<file path="src/rtl/nw_pkg.sv">
// Shared definitions for the Needleman-Wunsch matrix fill engine:
// pointer codes, FSM encoding, nucleotide codes and default scoring.
package nw_pkg;

    localparam logic [1:0] PTR_DIAG = 2'b00;
    localparam logic [1:0] PTR_UP   = 2'b01;
    localparam logic [1:0] PTR_LEFT = 2'b10;

    localparam logic [1:0] NT_A = 2'b00;
    localparam logic [1:0] NT_C = 2'b01;
    localparam logic [1:0] NT_G = 2'b10;
    localparam logic [1:0] NT_T = 2'b11;

    localparam int NW_N        = 128;
    localparam int NW_W        = 16;
    localparam int NW_MATCH    = 1;
    localparam int NW_MISMATCH = -1;
    localparam int NW_GAP      = -2;

    typedef enum logic [1:0] {
        ST_IDLE = 2'b00,
        ST_READ = 2'b01,
        ST_CALC = 2'b10,
        ST_DONE = 2'b11
    } nw_state_e;

endpackage

</file>
<file path="src/rtl/nw_max3.sv">
// Signed maximum of the three cell candidates plus the traceback pointer
// of the winner; ties resolve diag > up > left.
module nw_max3
    import nw_pkg::*;
#(
    parameter int W = NW_W
) (
    input  logic signed [W-1:0] diag_i,
    input  logic signed [W-1:0] up_i,
    input  logic signed [W-1:0] left_i,
    output logic signed [W-1:0] max_o,
    output logic        [1:0]   ptr_o
);

    // Priority select of the best candidate
    always_comb begin
        max_o = diag_i;
        ptr_o = PTR_DIAG;
        if ((diag_i >= up_i) && (diag_i >= left_i)) begin
            max_o = diag_i;
            ptr_o = PTR_DIAG;
        end else if (up_i >= left_i) begin
            max_o = up_i;
            ptr_o = PTR_UP;
        end else begin
            max_o = left_i;
            ptr_o = PTR_LEFT;
        end
    end

endmodule

</file>
<file path="src/rtl/nw_matrix_filler.sv">
// Fills the N x N Needleman-Wunsch score/pointer matrix one cell per two
// cycles: READ fetches the up neighbour, CALC scores and writes the cell.
module nw_matrix_filler
    import nw_pkg::*;
#(
    parameter int N        = NW_N,
    parameter int W        = NW_W,
    parameter int MATCH    = NW_MATCH,
    parameter int MISMATCH = NW_MISMATCH,
    parameter int GAP      = NW_GAP,
    localparam int IW      = $clog2(N) + 1,
    localparam int AW      = $clog2(N * N)
) (
    input  logic                clk,
    input  logic                rst,
    input  logic                start,
    input  logic [IW-1:0]       i,
    input  logic [IW-1:0]       j,
    input  logic                end_filling,
    input  logic [1:0]          a_char,
    input  logic [1:0]          b_char,
    output logic                en_read,
    output logic                change_index,
    output logic [AW-1:0]       ram_addr,
    output logic                ram_we,
    output logic signed [W-1:0] ram_wdata,
    output logic [1:0]          ptr_wdata,
    input  logic signed [W-1:0] ram_rdata,
    output logic                busy,
    output logic                done,
    output logic signed [W-1:0] final_score
);

    localparam logic signed [W-1:0] MATCH_W    = W'(MATCH);
    localparam logic signed [W-1:0] MISMATCH_W = W'(MISMATCH);
    localparam logic signed [W-1:0] GAP_W      = W'(GAP);

    nw_state_e state_q, state_d;

    logic signed [W-1:0] left_q, up_q, final_score_q;
    logic signed [W-1:0] up_s, left_s, diag_s, s_d_s, s_u_s, s_l_s, score_s;
    logic        [1:0]   ptr_s;
    logic [AW-1:0]       up_addr_s, cur_addr_s;

    // i=0 gives a wrapped up address; its read data is never used
    assign up_addr_s  = AW'((int'(i) - 1) * N + int'(j));
    assign cur_addr_s = AW'(int'(i) * N + int'(j));

    // Neighbour selection with matrix-border gap penalties
    always_comb begin
        up_s   = '0;
        left_s = '0;
        diag_s = '0;
        if (i != '0) begin
            up_s = ram_rdata;
        end else begin
            up_s = W'((int'(j) + 1) * GAP);
        end
        if (j != '0) begin
            left_s = left_q;
            diag_s = up_q;
        end else if (i != '0) begin
            left_s = W'((int'(i) + 1) * GAP);
            diag_s = W'(int'(i) * GAP);
        end else begin
            left_s = GAP_W;
            diag_s = '0;
        end
    end

    assign s_d_s = diag_s + ((a_char == b_char) ? MATCH_W : MISMATCH_W);
    assign s_u_s = up_s + GAP_W;
    assign s_l_s = left_s + GAP_W;

    nw_max3 #(.W(W)) u_max3 (
        .diag_i (s_d_s),
        .up_i   (s_u_s),
        .left_i (s_l_s),
        .max_o  (score_s),
        .ptr_o  (ptr_s)
    );

    // Next-state and per-state RAM/counter strobes
    always_comb begin
        state_d      = state_q;
        en_read      = 1'b0;
        change_index = 1'b0;
        ram_we       = 1'b0;
        ram_addr     = '0;
        ram_wdata    = '0;
        ptr_wdata    = PTR_DIAG;
        case (state_q)
            ST_IDLE: begin
                if (start) begin
                    state_d = ST_READ;
                end else begin
                    state_d = ST_IDLE;
                end
            end
            ST_READ: begin
                en_read  = 1'b1;
                ram_addr = up_addr_s;
                state_d  = ST_CALC;
            end
            ST_CALC: begin
                en_read      = 1'b1;
                change_index = 1'b1;
                ram_we       = 1'b1;
                ram_addr     = cur_addr_s;
                ram_wdata    = score_s;
                ptr_wdata    = ptr_s;
                if (end_filling) begin
                    state_d = ST_DONE;
                end else begin
                    state_d = ST_READ;
                end
            end
            ST_DONE: begin
                state_d = ST_IDLE;
            end
            default: begin
                state_d = ST_IDLE;
            end
        endcase
    end

    assign busy        = (state_q == ST_READ) || (state_q == ST_CALC);
    assign done        = (state_q == ST_DONE);
    assign final_score = final_score_q;

    // State, row-carry registers and final score capture
    always_ff @(posedge clk or posedge rst) begin
        if (rst) begin
            state_q       <= ST_IDLE;
            left_q        <= '0;
            up_q          <= '0;
            final_score_q <= '0;
        end else begin
            state_q <= state_d;
            if (state_q == ST_CALC) begin
                left_q <= score_s;
                up_q   <= up_s;
                if (end_filling) begin
                    final_score_q <= score_s;
                end
            end
        end
    end

endmodule

</file>
<file path="config.mk">
export PLATFORM = sky130hd
export DESIGN_NAME = nw_matrix_filler
export DESIGN_NICKNAME = d
export VERILOG_FILES = /design/src/rtl/nw_pkg.sv /design/src/rtl/nw_max3.sv /design/src/rtl/nw_matrix_filler.sv
export SDC_FILE = /design/constraint.sdc
export NUM_CORES = 1
export LEC_CHECK = 0
export ABC_AREA = 1
export CORE_ASPECT_RATIO = 0.7
export CORE_MARGIN = 4
export CORE_UTILIZATION = 45
export CTS_BUF_LIST = sky130_fd_sc_hd__clkbuf_16
export DETAILED_ROUTE_END_ITERATION = 16
export PLACE_DENSITY = 0.65
export SLEW_MARGIN = 20
export SYNTH_ARGS = -nofsm -noshare
export SYNTH_HDL_FRONTEND = slang
export SYNTH_SLANG_ARGS = --single-unit
</file>
<file path="constraint.sdc">
create_clock -name clk -period 8 [get_ports clk]
set_clock_uncertainty 0.1 [all_clocks]
set_input_delay 0.8 -clock clk [delete_from_list [all_inputs] [get_ports clk]]
set_output_delay 0.8 -clock clk [all_outputs]
set_load 0.01 [all_outputs]
</file>
### After elaboration in Yosys (flattened, before gate mapping)

Cells that the tools add are included.

| storage, ports and cells | value |
|---|---|
| register bits after elaboration | 50 |
| output and inout port bits | 53 |
| word-level logic and storage cells | 47 |
| input bits | 40 |

| operators by class | value |
|---|---|
| reduce and logical (&&, ||, !) cells | 7 |
| mux-type cells | 18 |
| $lt $le $gt $ge | 3 |
| add/sub/neg operators | 11 |
| eq/ne operators | 4 |

Operators by type and width:

| kind | number |
|---|---|
| $mux W16 | 9 |
| $ge A16 B16 Y1 | 3 |
| $add A16 B2 Y16 const B | 2 |
| $neg A9 Y15 | 2 |
| $pmux W14 S2 | 1 |
| $add A8 B1 Y9 const B | 2 |
| $add A16 B16 Y16 | 1 |
| $reduce_bool A8 Y1 | 2 |
| $neg A8 Y15 | 1 |
| $add A14 B8 Y14 | 1 |
| $add A14 B9 Y14 | 1 |
| $mux W2 | 4 |
| $pmux W2 S4 | 1 |
| $sub A7 B1 Y7 const B | 1 |
| $eq A2 B2 Y1 const B | 2 |
| $mux W1 | 3 |
| $eq A2 B1 Y1 const B | 1 |
| $eq A2 B2 Y1 | 1 |
| $logic_not A2 Y1 | 1 |
| $reduce_and A2 Y1 | 1 |
| $reduce_or A2 Y1 | 1 |
| $logic_and A1 B1 Y1 | 1 |
| $logic_or A1 B1 Y1 | 1 |

### Depth between registers and ports, before layout

Gate-level depths: netlist of the first run.

| logic depth | value |
|---|---|
| depth after elaboration | 9 |
| depth in mapped cells | 35 |
| gate-level depth less buffers | 33 |

### By module

Synthesis of the first run repeated with hierarchy kept, for this count alone.

| second synthesis, totals | value |
|---|---|
| cell total of the unflattened synthesis | 993 |
| area total of the unflattened synthesis | 6468.7 um^2 |

By module, submodules not included:

| module | instances | area an instance (um^2) | cells an instance | seq. area each (um^2) |
|---|---|---|---|---|
| nw_matrix_filler | 1 | 4633.2 | 686 | 1251.2 |
| nw_max3 | 1 | 1835.5 | 307 | 0.0 |

### Least setup slack after synthesis of the first run

No wires, ideal clock.

| path | value |
|---|---|
| path type | input to output |
| start | input port j[4] |
| end | output port ram_wdata[7] |
| arrival time | 4.652 ns |
| cell stages on the path | 34 |
| required time | 7.100 ns |
| path slack | 2.448 ns |
| buffers on the path | 3 |
| cells stage by stage | nor2_1 -> nand2_2 -> nor2_4 -> buf_4 -> clkbuf_1 -> nand2_1 -> o21ai_0 -> ha_1 -> nand2_1 -> a21oi_1 -> nor2_1 -> nand2_1 -> nand2_1 -> nand2_1 -> nand2_1 -> nand2_1 -> nand2_1 -> nand2_1 -> ha_1 -> nand2_1 -> nor2_1 -> nand2_1 -> nor2_1 -> nand2_1 -> nand3_1 -> nand2_1 -> nand3_1 -> nand2_2 -> inv_2 -> buf_4 -> nand2_1 -> nand3_1 -> nand2_1 -> inv_1 |

| on the way | value |
|---|---|
| cells in the longest elaborated chain, start to end | 8 |
| elaborated cells on any way between the ends | 16 |
| those cells by class | add/sub (5); order compare (3); mux (6); reduce/logical (2) |

Ends and longest elaborated chain:

| what | line | source |
|---|---|---|
| from (decl) | nw_matrix_filler.sv:18 | `input logic [IW-1:0] j,` |
| $add A8 B1 Y9 | nw_matrix_filler.sv:57 | `up_s = W'((int'(j) + 1) * GAP);` |
| $neg A9 Y15 | nw_matrix_filler.sv:57 |  |
| $mux W16 | nw_matrix_filler.sv:54 | `if (i != '0) begin` |
| $add A16 B2 Y16 | nw_matrix_filler.sv:72 | `assign s_u_s = up_s + GAP_W;` |
| $ge A16 B16 Y1, on equally long branches | nw_max3.sv:22, nw_max3.sv:19 |  |
| $mux W16 or $logic_and A1 B1 Y1 (tied branches) | nw_max3.sv:22, nw_max3.sv:19 |  |
| $mux W16 (*) | nw_max3.sv:19 | `if ((diag_i >= up_i) && (diag_i >= left_i)) begin` |
| $mux W16 (*) | nw_matrix_filler.sv:92 | `case (state_q)` |
| to (decl) | nw_matrix_filler.sv:26 | `output logic signed [W-1:0] ram_wdata,` |

Every way passes the cells marked *; elsewhere a longest branch is shown, timed or not.

### Final worst setup path of the first run

| path | value |
|---|---|
| start | input port i[0] |
| end | output port ram_wdata[15] |

| on the way | value |
|---|---|
| cells in the longest elaborated chain, start to end | 9 |
| elaborated cells on any way between the ends | 19 |
| those cells by class | add/sub (6); order compare (3); mux (8); reduce/logical (2) |

Ends and longest elaborated chain:

| what | line | source |
|---|---|---|
| from (decl) | nw_matrix_filler.sv:17 | `input logic [IW-1:0] i,` |
| $add A8 B1 Y9 | nw_matrix_filler.sv:63 | `left_s = W'((int'(i) + 1) * GAP);` |
| $neg A9 Y15 | nw_matrix_filler.sv:63 |  |
| $mux W16 | nw_matrix_filler.sv:62 | `end else if (i != '0) begin` |
| $mux W16 | nw_matrix_filler.sv:59 | `if (j != '0) begin` |
| $add A16 B2 Y16 | nw_matrix_filler.sv:73 | `assign s_l_s = left_s + GAP_W;` |
| $ge A16 B16 Y1, on equally long branches | nw_max3.sv:22, nw_max3.sv:19 |  |
| $mux W16 or $logic_and A1 B1 Y1 (tied branches) | nw_max3.sv:22, nw_max3.sv:19 |  |
| $mux W16 (*) | nw_max3.sv:19 |  |
| $mux W16 (*) | nw_matrix_filler.sv:92 |  |

Marked as above.

==> results of run 1 <==
==> layer usage <==
metal  up-vias  share of wire [%]
li1       3393                  -
met1      2926                 54
met2       257                 36
met3        27                7.9
met4         0                1.9
met5         -                  0
==> power groups by stage <==
stage	combinational [W]	clock (W)	sequential, W
after floorplan	0.00205	0	0.000443
after global placement	0.00295	0	0.000439
after detailed placement	0.00296	0	0.000439
after CTS	0.00298	0.000237	0.000437
after global routing	0.00341	0.000249	0.000451
final	0.00302	0.000236	0.000438
==> layout make-up <==
type                       count  area share [%]
multi-input combinational    794            57.9
timing repair buffer         103            13.2
inverter                     151            7.43
clock inverter                 3           0.377
sequential                    50            16.4
clock buffer                   5            1.64
tap                          190            3.12
==> placed cells by master (no fill, tap or decap), types with 14 or more instances in the layout <==
master	synthesis	layout
nand2_1	360	360
inv_1	144	143
clkdlybuf4s50_1	0	92
nor2_1	76	76
ha_1	73	73
nand3_1	64	64
dfrtp_1	50	50
a21oi_1	46	46
o21ai_0	38	38
xor2_1	20	20
nand2_2	18	18
nand3_2	16	16
nand4_1	14	14
==> cells by family (layout without fill, tap and decap cells) <==
family,Yosys count,after routing,synth area share (%)
and+or+nand+nor,588,588,41.4
buffers and inverters,176,262,11.3
AOI/OAI and AO/OA,109,109,9.58
adders and majority gates,74,74,14.6
DFF,50,50,19.6
xor gates and xnor gates,23,23,3.45
==> critical path, delay by kind of cell <==
family	cells	cell delay, ps
and+or+nand+nor	19	2140
buffers and inverters	6	1620
adders and majority gates	3	780
xor gates and xnor gates	2	630
AOI/OAI and AO/OA	2	420
==> state kept, by name, summed over array words and instances (netlist names) <==
name         flops
final_score     16
left_q          16
state_q          2
up_q            16
==> worst max-delay path by stage <==
stage / cells past startpoint / from / end / slack [ps]
2_1_floorplan: 34 / j[4] / ram_wdata[7] / 2450
3_5_place_dp: 35 / i[0] / ram_wdata[15] / 770
6_report: 32 / i[0] / ram_wdata[15] / 700
5_1_grt: 32 / i[0] / ram_wdata[15] / 20
4_1_cts: 35 / i[0] / ram_wdata[15] / 750
3_3_place_gp: 35 / i[0] / ram_wdata[15] / 810
==> per-stage QoR <==
step | utilization [%] | power (W) | setup slack (ps) | std cells | instance area (µm²)
after floorplan | - | 0.00250 | 2450 | 1020 | 6390
after global placement | 53.7 | 0.00339 | 811 | 1288 | 7470
after detailed placement | 53.7 | 0.00340 | 770 | 1288 | 7470
after CTS | 54.8 | 0.00365 | 755 | 1296 | 7630
after global routing | 54.8 | 0.00411 | 22.8 | 1296 | 7630
final | 54.8 | 0.00369 | 700 | 1296 | 7630
==> impl_metrics.json, run 1 <==
{
  "status": "finished clean",
  "critical_path_class": "in2out",
  "port_buffers": 92,
  "synth_edf_count": 0,
  "wl_per_cell_um": 15.0,
  "synth_ff_type": "dfrtp_1",
  "regArea_mm2": 0.00125,
  "synth_top_area_share_pct": 21.2,
  "pwr-share-clk_pct": 6.4,
  "powerDensity_mw_per_mm2": 484,
  "fp.dieH_um": 108,
  "grtUsageMet1_pct": 40.0,
  "comb_power_share_pct": 81.8,
  "ys_warn_count": 0,
  "postCtsResizedCells": 0,
  "finalHoldViolCount": 0,
  "synth_area_leader_cell": "nand2_1",
  "worst_slew_pin_slew_ps": 673,
  "vias_per_cell": 5.09,
  "arrival_ps": 6400,
  "drtIter0Drc": 570,
  "use_met2_pct": 33.0,
  "yosysSeqAreaShare_pct": 19.6,
  "fp.coreArea_mm2": 0.0139,
  "io_pins": 93,
  "syn_area_mm2": 0.00639,
  "first_global_vias": 6069,
  "critPathSlowestCell": "clkdlybuf4s50_1",
  "dp_hpwl_um": 15800,
  "cpPeakStageDelay_ps": 590,
  "cts_num_sinks": 50,
  "n_fill_cell": 1398,
  "clk_latency_ps": 310,
  "internal_power_w": 0.00161,
  "h-tree-depth": 2,
  "period_share_pct": 91.2,
  "p_leak_nw": 4.21,
  "whs_path_depth": 2,
  "rr_endpoint": "final_score[15]$_DFFE_PP0P_",
  "max_slew_margin_pct": 55.0,
  "numCtsBuffers": 5,
  "grt_max_degree": 51,
  "hp-start": "left_q[4]$_DFFE_PP0P_",
  "grt_first_pass_wirelength_um": 31700,
  "cts_tree": "yes",
  "busiest_layer": "met1",
  "cts.path.max_buffers": 2,
  "ff2ff_setup_slack_ps": 3890,
  "postRouteAntennaNets": 0,
  "grt_overflow": 0,
  "max_freq_ghz": 0.137,
  "finalSetupViolations": 0,
  "groute.usage.overall_pct": 24.8,
  "hold_class": "reg2reg",
  "synth.net_count": 1134,
  "tns_ps": 0,
  "p_sw_share_pct": 56.5,
  "die_area_mm2": 0.0162,
  "maxCapViolCount": 0,
  "initial_utilization_pct": 45.9,
  "critPathCaptureType": "output pin",
  "antennaDiodeCount": 0,
  "multi_input_area_mm2": 0.00441,
  "synth_cells": 1020,
  "rows": 36,
  "whs_endpoint": "left_q[4]$_DFFE_PP0P_",
  "yosysMostFrequentCell": "nand2_1",
  "synthArstFlopShare_pct": 100,
  "worst_ir_drop_vdd_mv": 0.330,
  "gp_congestion": 0.924,
  "rsz0062_at_grt": "no",
  "avgSynthCellArea_um2": 6.26,
  "worstPathRequired_ps": 7100,
  "drive_gt1_share_pct": 8.50,
  "sequentialPowerShare_pct": 11.9,
  "dr.pass1.iters": 6,
  "maxSlewViolCount": 0,
  "num-nets-final": 1219,
  "synthTopCellsByCount": "nand2_1 (360), inv_1 (144), nor2_1 (76), ha_1 (73), nand3_1 (64)",
  "ctsHoldBuffers": 0,
  "synth_seq_cells": 50,
  "postCtsSetupRepairBufs": 0,
  "cp_common_cell": "nand2_1",
  "antenna_found_initial": 0,
  "root_buffer": "clkbuf_16",
  "die_w_um": 150,
  "r2r_cells": 24,
  "grtUsageMet3_pct": 4.59,
  "switching_power_w": 0.00208,
  "startpoint_type": "input pin",
  "ys_types": 42,
  "whs_ps": 378,
  "drt-total-wl_um": 19400,
  "clk_pin_slew_ps": 80,
  "area_growth_pct": 19.4,
  "synth.area.top_cells": "nand2_1 (21%), dfrtp_1 (20%), ha_1 (14%)",
  "vias": 6603,
  "fin_crit_ps": 7300,
  "drc_errors": 0,
  "r2r-start": "up_q[3]$_DFFE_PP0P_",
  "crit_path_max_fanout": 18
}
(Power assumes the default switching activity.)
==> run 2: changes to the inputs <==
--- a/config.mk
+++ b/config.mk
@@ -6,12 +6,15 @@
 export NUM_CORES = 1
 export LEC_CHECK = 0
 export ABC_AREA = 1
+export CELL_PAD_IN_SITES_DETAIL_PLACEMENT = 0
+export CELL_PAD_IN_SITES_GLOBAL_PLACEMENT = 1
 export CORE_ASPECT_RATIO = 0.7
 export CORE_MARGIN = 4
 export CORE_UTILIZATION = 45
 export CTS_BUF_LIST = sky130_fd_sc_hd__clkbuf_16
 export DETAILED_ROUTE_END_ITERATION = 16
-export PLACE_DENSITY = 0.65
+export DONT_BUFFER_PORTS = 1
+export PLACE_DENSITY = 0.78
 export SLEW_MARGIN = 20
 export SYNTH_ARGS = -nofsm -noshare
 export SYNTH_HDL_FRONTEND = slang
==> impl_metrics.json, run 2 (synthesized netlist as in run 1, its figures left out) <==
{
  "status": "finished clean",
  "rsz0062_at_grt": "no",
  "dr.pass1.iters": 5,
  "n_fill_cell": 1514,
  "worst_ir_drop_vdd_mv": 0.231,
  "whs_ps": 385,
  "antennaDiodeCount": 0,
  "cts_num_sinks": 50,
  "r2r_cells": 26,
  "rr_endpoint": "final_score[11]$_DFFE_PP0P_",
  "drive_gt1_share_pct": 8.83,
  "drt-total-wl_um": 19700,
  "layout_commonest_cell": "nand2_1",
  "ctsHoldBuffers": 0,
  "fp.dieH_um": 108,
  "num-nets-final": 1121,
  "drtIter0Drc": 531,
  "crit_start": "j[1]",
  "crit_buf_inv": 2,
  "final_cell_mix": "nand2_1 (360), inv_1 (143), nor2_1 (76)",
  "die_w_um": 150,
  "wl_per_cell_um": 16.4,
  "worst_slew_pin_slew_ps": 938,
  "critical_path_class": "in2out",
  "ff2ff_setup_slack_ps": 3350,
  "die_area_mm2": 0.0162,
  "hold_class": "reg2reg",
  "cts.path.max_buffers": 2,
  "rows": 36,
  "port_buffers": 0,
  "critPathSlowestCell": "nor2_4",
  "gp_congestion": 0.915,
  "grt_first_pass_wirelength_um": 31600,
  "postCtsResizedCells": 0,
  "max_slew_margin_pct": 37.3,
  "p_leak_nw": 3.84,
  "numCtsBuffers": 5,
  "clk_pin_slew_ps": 80,
  "grt_overflow": 0,
  "first_global_vias": 5721,
  "cts_tree": "yes",
  "worstPathRequired_ps": 7100,
  "maxSlewViolCount": 0,
  "tns_ps": 0,
  "grt_max_degree": 51,
  "cp_common_cell": "nand2_1",
  "cp_top_family": "simple AND/OR/NAND/NOR gates",
  "startpoint_type": "input pin",
  "drc_errors": 0,
  "root_buffer": "clkbuf_16",
  "dp_hpwl_um": 16100,
  "cpPeakStageDelay_ps": 580,
  "finalHoldViolCount": 0,
  "vias": 6263,
  "crit_cells": 30,
  "crit_path_max_fanout": 30,
  "groute.usage.overall_pct": 25.2,
  "fp.coreArea_mm2": 0.0139,
  "endpoint": "ram_wdata[11]",
  "vias_per_cell": 5.23,
  "maxCapViolCount": 0,
  "postRouteAntennaNets": 0,
  "powerDensity_mw_per_mm2": 512,
  "arrival_ps": 6250,
  "antenna_found_initial": 0,
  "finalSetupViolations": 0,
  "area_growth_pct": 4.35,
  "initial_utilization_pct": 45.9,
  "critPathCaptureType": "output pin",
  "h-tree-depth": 2,
  "max_freq_ghz": 0.140,
  "fin_crit_ps": 7150,
  "period_share_pct": 89.3,
  "clk_latency_ps": 310,
  "postCtsSetupRepairBufs": 0,
  "io_pins": 93,
  "r2r-start": "up_q[8]$_DFFE_PP0P_"
}
## run 2: final cells by class
class	count	area, µm²	area share (%)
timing repair buffer	5	37.5	0.563
clock buffer	5	125	1.88
sequential	50	1250	18.8
clock inverter	3	28.8	0.432
tap	190	238	3.57
multi-input combinational	794	4420	66.3
inverter	151	567	8.50
## run 2: per-stage QoR
| step | total power (W) | worst slack [ps] | cell area (µm²) | utilization, % | instances |
|---|---|---|---|---|---|
| after floorplan | 0.00250 | 2450 | 6390 | - | 1020 |
| after global placement | 0.00317 | 938 | 6510 | 46.8 | 1190 |
| after detailed placement | 0.00313 | 974 | 6510 | 46.8 | 1190 |
| after CTS | 0.00339 | 957 | 6670 | 47.9 | 1198 |
| after global routing | 0.00383 | 231 | 6670 | 47.9 | 1198 |
| final | 0.00341 | 852 | 6670 | 47.9 | 1198 |
## run 2: power by group
part	internal (W)	total [W]	switching [W]
combinational	0.000855	0.00272	0.00186
clock	0.000120	0.000237	0.000117
sequential	0.000373	0.000458	0.0000853
total	0.00135	0.00341	0.00206
## run 2: routing by layer
| layer | share of wire, % | vias up | track usage [%] | wire (µm) |
|---|---|---|---|---|
| met2 | 37 | 208 | 33.9 | 7380 |
| met1 | 53 | 2839 | 40.3 | 10400 |
| met3 | 8.0 | 21 | 5.47 | 1570 |
| met4 | 1.6 | 0 | 5.16 | 308 |
| met5 | 0 | - | 0 | 0 |
| li1 | - | 3195 | - | - |
## run 2: how the worst min path moves through the flow
stage	startpoint	to	slack, ps	depth (start not counted)
2_1_floorplan	left_q[6]$_DFFE_PP0P_	left_q[6]$_DFFE_PP0P_	340	2
3_3_place_gp	left_q[11]$_DFFE_PP0P_	left_q[11]$_DFFE_PP0P_	360	2
3_5_place_dp	left_q[11]$_DFFE_PP0P_	left_q[11]$_DFFE_PP0P_	370	2
4_1_cts	left_q[11]$_DFFE_PP0P_	left_q[11]$_DFFE_PP0P_	390	2
5_1_grt	left_q[13]$_DFFE_PP0P_	left_q[13]$_DFFE_PP0P_	400	2
6_report	left_q[11]$_DFFE_PP0P_	left_q[11]$_DFFE_PP0P_	390	2
## run 2: tightest hold or removal path: stages, from the launching register on
cell     delay (ps)
dfrtp_1         350
nand2_1          50
nand2_1          50
